--- src/rtl/rx_cic_chain.sv ---
// rx_cic_chain -- I/Q CIC decimator with a serial-bus configuration port.
//
// Each I/Q sample passes through N_STAGES cascaded integrators. Every R-th
// sample feeds N_STAGES comb differentiators. The comb result is then
// shifted right by S (optionally rounded) and saturated to OWIDTH. The
// decimated result appears 2 clocks after the sample that completes a period.
// In bypass mode the input is saturated straight to the output 1 clock later.
//
// Ports:
//   clock         single clock, rising edge
//   reset         asynchronous active-low reset
//   enable        1 = run, 0 = clear datapath state (config and outputs kept)
//   serial_addr   config register address (7 bits)
//   serial_data   config write data (32 bits)
//   serial_strobe one-cycle write qualifier
//   strobe_in     input sample valid
//   i_in, q_in    signed input samples (IWIDTH)
//   strobe_out    one-cycle pulse, i_out/q_out updated
//   i_out, q_out  signed decimated samples (OWIDTH), held between strobes
//   overflow      sticky saturation flag
//
// Registers:
//   RATEADDR  [7:0] decimation R (0 and 1 both mean R=1); a write flushes the CIC
//   CTRLADDR  [0] bypass, [1] round_en, [12:8] shift S, [16] overflow clear
module rx_cic_chain #(
  parameter int IWIDTH   = 16,
  parameter int OWIDTH   = 16,
  parameter int N_STAGES = 4,
  parameter int RATEADDR = 0,
  parameter int CTRLADDR = 1
) (
  input  logic              clock,
  input  logic              reset,
  input  logic              enable,
  input  logic [6:0]        serial_addr,
  input  logic [31:0]       serial_data,
  input  logic              serial_strobe,
  input  logic              strobe_in,
  input  logic [IWIDTH-1:0] i_in,
  input  logic [IWIDTH-1:0] q_in,
  output logic              strobe_out,
  output logic [OWIDTH-1:0] i_out,
  output logic [OWIDTH-1:0] q_out,
  output logic              overflow
);

  localparam int AW = IWIDTH + 8 * N_STAGES;
  localparam logic [6:0] RATE_A = 7'(RATEADDR);
  localparam logic [6:0] CTRL_A = 7'(CTRLADDR);

  logic [7:0] rate_q;
  logic       bypass_q;
  logic       round_q;
  logic [4:0] shift_q;
  logic       rate_wr;
  logic       ctrl_wr;
  logic       flush;
  logic [7:0] cnt_last;
  logic       unused_data;

  // Channel index 0 = I, 1 = Q; both channels share identical logic.
  logic signed [AW-1:0] x_ext     [2];
  logic [7:0]           cnt_p0;
  logic signed [AW-1:0] integ_p0  [2][N_STAGES];
  logic signed [AW-1:0] integ_nxt [2][N_STAGES];
  logic signed [AW-1:0] samp_p0   [2];
  logic                 vld_p0;
  logic signed [AW-1:0] comb_d_p1 [2][N_STAGES];
  logic signed [AW-1:0] diff      [2][N_STAGES];
  logic [OWIDTH:0]      cic_sat   [2];
  logic [OWIDTH:0]      byp_sat   [2];

  // Optional round-half-up, then arithmetic right shift by s.
  // One extra bit keeps the rounding add from wrapping.
  function automatic logic signed [AW:0] round_shift(input logic signed [AW-1:0] v,
                                                     input logic rnd,
                                                     input logic [4:0] s);
    logic signed [AW:0] t;
    t = {v[AW-1], v};
    if (rnd && (s != 5'd0)) t = t + ((AW+1)'(1) << (s - 5'd1));
    return t >>> s;
  endfunction

  // Returns {clamped, value} with value limited to the OWIDTH signed range.
  function automatic logic [OWIDTH:0] saturate(input logic signed [AW:0] v);
    logic signed [AW:0] hi;
    logic signed [AW:0] lo;
    hi = {{(AW-OWIDTH+2){1'b0}}, {(OWIDTH-1){1'b1}}};
    lo = {{(AW-OWIDTH+2){1'b1}}, {(OWIDTH-1){1'b0}}};
    if (v > hi) return {1'b1, 1'b0, {(OWIDTH-1){1'b1}}};
    else if (v < lo) return {1'b1, 1'b1, {(OWIDTH-1){1'b0}}};
    else return {1'b0, v[OWIDTH-1:0]};
  endfunction

  assign rate_wr  = serial_strobe && (serial_addr == RATE_A);
  assign ctrl_wr  = serial_strobe && (serial_addr == CTRL_A);
  assign cnt_last = (rate_q == 8'd0) ? 8'd0 : rate_q - 8'd1;
  // Any of these holds the CIC state at zero.
  assign flush    = !enable || bypass_q || rate_wr;
  assign unused_data = ^{serial_data[31:17], serial_data[15:13]};

  always_ff @(posedge clock or negedge reset) begin
    if (!reset) begin
      rate_q   <= 8'd1;
      bypass_q <= 1'b0;
      round_q  <= 1'b0;
      shift_q  <= 5'd0;
    end else begin
      if (rate_wr) rate_q <= serial_data[7:0];
      if (ctrl_wr) begin
        bypass_q <= serial_data[0];
        round_q  <= serial_data[1];
        shift_q  <= serial_data[12:8];
      end
    end
  end

  always_comb begin
    x_ext[0] = {{(AW-IWIDTH){i_in[IWIDTH-1]}}, i_in};
    x_ext[1] = {{(AW-IWIDTH){q_in[IWIDTH-1]}}, q_in};
    for (int c = 0; c < 2; c++) begin
      integ_nxt[c][0] = integ_p0[c][0] + x_ext[c];
      for (int k = 1; k < N_STAGES; k++)
        integ_nxt[c][k] = integ_p0[c][k] + integ_nxt[c][k-1];
      diff[c][0] = samp_p0[c] - comb_d_p1[c][0];
      for (int k = 1; k < N_STAGES; k++)
        diff[c][k] = diff[c][k-1] - comb_d_p1[c][k];
      cic_sat[c] = saturate(round_shift(diff[c][N_STAGES-1], round_q, shift_q));
      byp_sat[c] = saturate({x_ext[c][AW-1], x_ext[c]});
    end
  end

  // Stage p0: integrators and decimation counter; p1: comb delay lines.
  always_ff @(posedge clock or negedge reset) begin
    if (!reset) begin
      cnt_p0 <= 8'd0;
      vld_p0 <= 1'b0;
      for (int c = 0; c < 2; c++) begin
        samp_p0[c] <= '0;
        for (int k = 0; k < N_STAGES; k++) begin
          integ_p0[c][k]  <= '0;
          comb_d_p1[c][k] <= '0;
        end
      end
    end else if (flush) begin
      cnt_p0 <= 8'd0;
      vld_p0 <= 1'b0;
      for (int c = 0; c < 2; c++)
        for (int k = 0; k < N_STAGES; k++) begin
          integ_p0[c][k]  <= '0;
          comb_d_p1[c][k] <= '0;
        end
    end else begin
      vld_p0 <= 1'b0;
      if (strobe_in) begin
        for (int c = 0; c < 2; c++)
          for (int k = 0; k < N_STAGES; k++)
            integ_p0[c][k] <= integ_nxt[c][k];
        if (cnt_p0 == cnt_last) begin
          cnt_p0 <= 8'd0;
          vld_p0 <= 1'b1;
          for (int c = 0; c < 2; c++)
            samp_p0[c] <= integ_nxt[c][N_STAGES-1];
        end else begin
          cnt_p0 <= cnt_p0 + 8'd1;
        end
      end
      if (vld_p0) begin
        for (int c = 0; c < 2; c++) begin
          comb_d_p1[c][0] <= samp_p0[c];
          for (int k = 1; k < N_STAGES; k++)
            comb_d_p1[c][k] <= diff[c][k-1];
        end
      end
    end
  end

  // Stage p1 output register: comb result or bypass sample.
  always_ff @(posedge clock or negedge reset) begin
    if (!reset) begin
      strobe_out <= 1'b0;
      i_out      <= '0;
      q_out      <= '0;
      overflow   <= 1'b0;
    end else begin
      strobe_out <= 1'b0;
      if (ctrl_wr && serial_data[16]) overflow <= 1'b0;
      if (enable) begin
        if (bypass_q) begin
          if (strobe_in) begin
            strobe_out <= 1'b1;
            i_out      <= byp_sat[0][OWIDTH-1:0];
            q_out      <= byp_sat[1][OWIDTH-1:0];
            if (byp_sat[0][OWIDTH] || byp_sat[1][OWIDTH]) overflow <= 1'b1;
          end
        end else if (vld_p0 && !rate_wr) begin
          strobe_out <= 1'b1;
          i_out      <= cic_sat[0][OWIDTH-1:0];
          q_out      <= cic_sat[1][OWIDTH-1:0];
          if (cic_sat[0][OWIDTH] || cic_sat[1][OWIDTH]) overflow <= 1'b1;
        end
      end
    end
  end

endmodule

--- config.mk ---
export PLATFORM = sky130hd
export DESIGN_NAME = rx_cic_chain
export DESIGN_NICKNAME = d
export VERILOG_FILES = /design/src/rtl/rx_cic_chain.sv
export SDC_FILE = /design/constraint.sdc
export NUM_CORES = 2
export LEC_CHECK = 0
export BUFFER_PORTS_ARGS = -buffer_cell sky130_fd_sc_hd__clkbuf_2
export CAP_MARGIN = 10
export CELL_PAD_IN_SITES_DETAIL_PLACEMENT = 1
export CELL_PAD_IN_SITES_GLOBAL_PLACEMENT = 2
export CORE_MARGIN = 1.5
export CORE_UTILIZATION = 30
export DETAILED_ROUTE_END_ITERATION = 8
export MAX_ROUTING_LAYER = met4
export PLACE_DENSITY_LB_ADDON = 0.1
export SLEW_MARGIN = 40
export SYNTH_ARGS = -nofsm -noshare
export SYNTH_HDL_FRONTEND = slang
export SYNTH_SLANG_ARGS = --single-unit
export TNS_END_PERCENT = 1
--- constraint.sdc ---
create_clock -name clock -period 32.3 [get_ports clock]
set_clock_uncertainty 0.1 [all_clocks]
set_input_delay 6.46 -clock clock [delete_from_list [all_inputs] [get_ports clock]]
set_output_delay 6.46 -clock clock [all_outputs]
set_load 0.1 [all_outputs]
Yosys cells after proc, flatten, opt, wreduce, memory -nomap -nowiden --
Cells that the tools add are included.
Cells by class: add/subtract/negate cells 21, magnitude comparators 8, eq/ne operators 3, shift operators 3, mux-type cells 38, bitwise operators 1, reductions and logical operators 19
Operators by type and width (count):
- 2-to-1 mux 384 bit | 4
- subtractor 48 bit | 8
- adder 48 bit | 6
- 2-to-1 mux 17 bit | 8
- adder 48 x 49 -> 49 bit | 2
- greater-than comparator 49 x 16 -> 1 bit (second input constant) | 2
- < comparator 49 x 16 -> 1 bit (second input constant) | 2
- 2-to-1 mux 49 bit | 2
- >>> shifter 49 x 5 -> 49 bit | 2
- adder 48 x 16 -> 48 bit | 2
- 2-to-1 mux 16 bit | 6
- << shifter 1 x 5 -> 49 bit (first input constant) | 1
- greater-than comparator 16 bit (second input constant) | 2
- < comparator 16 bit (second input constant) | 2
- 2-to-1 mux 8 bit | 4
- 2-to-1 mux 1 bit | 14
- adder 8 x 1 -> 8 bit (second input constant) | 1
- == test 8 bit | 1
- zero test 8 bit | 1
- subtractor 8 x 1 -> 8 bit (second input constant) | 1
- == test 7 x 1 -> 1 bit (second input constant) | 1
- zero test 7 bit | 1
- AND reduction 3 bit | 2
- nonzero test 2 bit | 3
- other kinds (7) | 15
Storage, ports and cells: register bits 922, input port bits 76, output and inout bits 34

Longest topological paths before layout --
word-level depth 15, depth in mapped cells 68, depth with buffers taken out 66

Worst setup path after synthesis --
No wires, ideal clock.
kind input to register, start point input port i_in[0], end point register integ_p0[239] (netlist name), library setup time 132 ps, arrival 15666 ps, setup slack 16402 ps, cell stages on the path 51, cell sequence ha_1 > fa_1 > a21o_1 > a21oi_1 > o21bai_1 > a21oi_1 > o21bai_1 > a21oi_1 > o21bai_1 > a2111oi_0 > nor2_1 > and2_1 > o21ai_0 > nand2b_1 > xor2_1 > ha_1 > a21o_1 > a21o_1 > (+15 left out) > a41o_1 > o211a_1 > o21a_1 > nor2_1 > xnor2_1 > ha_1 > and2_1 > and3_1 > o31ai_1 > o211a_1 > nor3_1 > a221o_1 > a21oi_1 > xnor2_1 > xnor2_1 > nand2_1 > xor2_1 > nor2_1
On the way: longest elaborated chain between the ends 6
Ends and longest elaborated chain:
- from (decl) | RTL line 39 | input logic [IWIDTH-1:0] i_in,
- adder 48 x 16 -> 48 bit | RTL line 122 | integ_nxt[c][0] = integ_p0[c][0] + x_ext[c];
- adder 48 bit (3 in a row) | RTL line 124 | integ_nxt[c][k] = integ_p0[c][k] + integ_nxt[c][k-1];
- 2-to-1 mux 384 bit | RTL line 155 | if (strobe_in) begin
- 2-to-1 mux 384 bit | RTL line 145 | end else if (flush) begin
- to (signal, indexed assignment) | RTL line 158 | integ_p0[c][k] <= integ_nxt[c][k];
- to (decl) | RTL line 64 | logic signed [AW-1:0] integ_p0 [2][N_STAGES];
No other way between the ends. The select of a mux whose other input is x is not followed. A chain may end at the register's enable or synchronous reset.

Worst setup path in the final report --
start point input port q_in[0], end point register integ_p0[47] (netlist name)
On the way: longest elaborated chain between the ends 6
Ends and longest elaborated chain:
- from (decl) | RTL line 40 | input logic [IWIDTH-1:0] q_in,
- adder 48 x 16 -> 48 bit | RTL line 122
- adder 48 bit (3 in a row) | RTL line 124
- 2-to-1 mux 384 bit | RTL line 155
- 2-to-1 mux 384 bit | RTL line 145
No other way between the ends. The select of a mux whose other input is x is not followed.

==> key figures <==
Run
  • Max_cap viols: 0

CTS
  • Sink Count: 922
  • Worst skew pair latency: 830 ps
  • CTS tree: done
  • Post CTS Setup Buffer Count: 0
  • Clock root buffer: clkbuf_16
  • TritonCTS Buffers: 140
  • Hold buffer count at cts: 0
  • # H-tree levels: 4
  • Resized cells post-CTS: 0
  • Clock slew at reported path FFs: 60 ps
  • Clock Path Buffers: 4

Floorplan
  • Width of the die: 533 um
  • Ports: 110
  • Die Ht: 533 um
  • Die area: 0.284 mm^2
  • Starting Density: 30.2%
  • CORE AREA: 0.280 mm^2
  • # rows: 194

Setup path
  • Crit Path Max Fanout: 6
  • Setup Crit Path Kind: in2reg
  • CP dominant cell by count: a21oi_1
  • Data arrival, critical path: 18310 ps
  • Type of origin of the critical path: input port
  • CP required: 32900 ps
  • Max incr delay on CP: 730 ps
  • Slowest cell on crit path: o31ai_1
  • Crit. End Element: flop

Synth
  • Adder-cell area share of the yosys netlist: 12.6%
  • Post-synthesis net count: 10900
  • Synth unique cells: 103
  • Post-synthesis mux area share: 10.9%
  • EDFF count, synth: 0
  • #FFs+latches synth: 922
  • Post-Synth XOR/XNOR Area: 7.99%
  • Post-synthesis compound-gate area fraction: 20.2%
  • Post-synthesis simple-gate area fraction: 16.5%
  • Mapped Cells: 10000
  • Post-synth ARST share: 100%
  • Largest family of logic cells by synthesized area: compound AO/OA/AOI/OAI gates
  • Mean area per synthesized cell: 8.42 um^2
  • Post-Syn Area: 0.0844 mm^2
  • Warnings, synthesis: 0
  • Register area share after synthesis: 27.4%
  • Main synth FF type: dfrtp_1

Timing
  • Fmax: 0.0564 GHz
  • Worst Tran Pin Value: 877 ps
  • Slew HR: 41.2%
  • Final Hold Viols: 0
  • Fin crit period: 17720 ps
  • Setup TNS: 0 ps
  • Final Setup Violations: 0
  • Unrepaired setup endpoints after global routing: false
  • Slew Viols, Final: 0
  • Final Cycle Share: 54.8%

Place
  • Routability cong.: 0.854
  • Final HPWL from detailed placement: 217000 um
  • IO Port Bufs: 91

Global routing
  • Number of global-route vias before repair: 74800
  • Total Routing Usage GR: 20.2%
  • Largest net degree at the start of global routing: 145
  • First-pass GRT wire length: 448000 um
  • Total grt overflow: 0
  • Initial antenna violation count: 10

Cells and area
  • Layout cells sized above 1: 6.95%
  • Area grow syn2layout: 11.4%
  • Commonest non-fill, non-tap cell in the layout: nor2_1
  • Layout Nets: 10900
  • Most frequent cells in the layout: nor2_1 (1304), dfrtp_1 (914), ha_1 (818)

Run status
  • Outcome: finished, final reports clean

Routing
  • Iter 0 DRT Violations: 3386
  • Antenna Nets Post-Route: 0
  • DRC: 0
  • Final WL: 283000 um
  • Via Count: 72500
  • DR vias/cell: 5.26
  • Post-DR wirelength/cell: 20.5 um
  • Drt first pass iters: 5

Worst hold path
  • Type of the worst min-delay path: reg2reg
through the flow:
step / instances / setup slack [ps] / hold slack, ps / instance area [um^2] / util (%)
after floorplan: 10000 / 16400 / 356 / 84400 / -
after global placement: 13500 / 13760 / 385 / 88800 / 31.8
after detailed placement: 13500 / 13770 / 386 / 89100 / 31.9
after CTS: 13800 / 14620 / 408 / 93800 / 33.5
after global routing: 13800 / 13440 / 422 / 94000 / 33.6
final: 13800 / 14580 / 403 / 94000 / 33.6
cell families (layout without fill, tap and decap cells):
group | count (synthesis) | after routing
AOI/OAI and AO/OA | 2597 | 2597
buffers and inverters | 1008 | 1055
muxes | 881 | 881
other | 0 | 2
and+or+nand+nor | 3010 | 3010
xor gates and xnor gates | 766 | 766
DFF | 922 | 922
adders and majority gates | 836 | 836
critical path, delay by kind of cell:
kind | cells | cell delay, ps
simple gates | 12 | 1590
buf+inv | 1 | 130
xor+xnor | 5 | 910
compound gates | 29 | 7500
fa+ha+maj | 5 | 1690
synth_stat cells (161+ instances only):
cell type  number  area, um^2
a21o_1        312        2340
a21oi_1       792        3960
clkbuf_1      262         983
dfrtp_1       921       23000
ha_1          818       10200
inv_1         637        2390
mux2i_1       763        7640
nand2_1       602        2260
nand3_1       161         806
nor2_1       1311        4920
nor3_1        183         916
o21ai_0       425        2130
xnor2_1       555        4860
xor2_1        208        1820
cell type report:
| cell class | count | area, um^2 |
|---|---|---|
| multi-input combinational | 8090 | 57800 |
| fill | 32800 | 186000 |
| antenna | 2 | 5.00 |
| sequential | 922 | 23100 |
| clock inverter | 44 | 641 |
| clock buffer | 194 | 4060 |
| inverter | 638 | 2400 |
| timing repair buffer | 179 | 1390 |
| tap | 3724 | 4660 |
worst paths after layout:
check | from | end | slack [ps] | cells after the start
max in group asynchronous | reset | comb_d_p1[144] | 23470 | 6
worst min register to register | integ_p0[83] | integ_p0[83] | 400 | 1
worst min-delay path | integ_p0[83] | integ_p0[83] | 400 | 1
worst max-delay path | q_in[0] | integ_p0[47] | 14580 | 52
min in group asynchronous | reset | integ_p0[342] | 5400 | 1
worst max register to register | samp_p0[0] | q_out[3] | 14950 | 66
flip-flops by register name, summed over array words and instances (netlist names):
| register | count |
|---|---|
| bypass_q | 1 |
| comb_d_p1 | 384 |
| strobe_out | 1 |
| integ_p0 | 384 |
| rate_q | 8 |
| vld_p0 | 1 |
| i_out | 16 |
| cnt_p0 | 8 |
| overflow | 1 |
| q_out | 16 |
| shift_q | 5 |
| round_q | 1 |
| samp_p0 | 96 |
layer usage:
| metal | track usage [%] | vias up | wire, um |
|---|---|---|---|
| li1 | - | 35700 | - |
| met1 | 28.6 | 35900 | 147000 |
| met2 | 31.2 | 612 | 124000 |
| met3 | 1.51 | 271 | 5730 |
| met4 | 4.30 | 0 | 6170 |
| met5 | - | - | 0 |
Power is not shown: default switching activity piles up to over one toggle a cycle in this logic, so the estimate is an artifact.
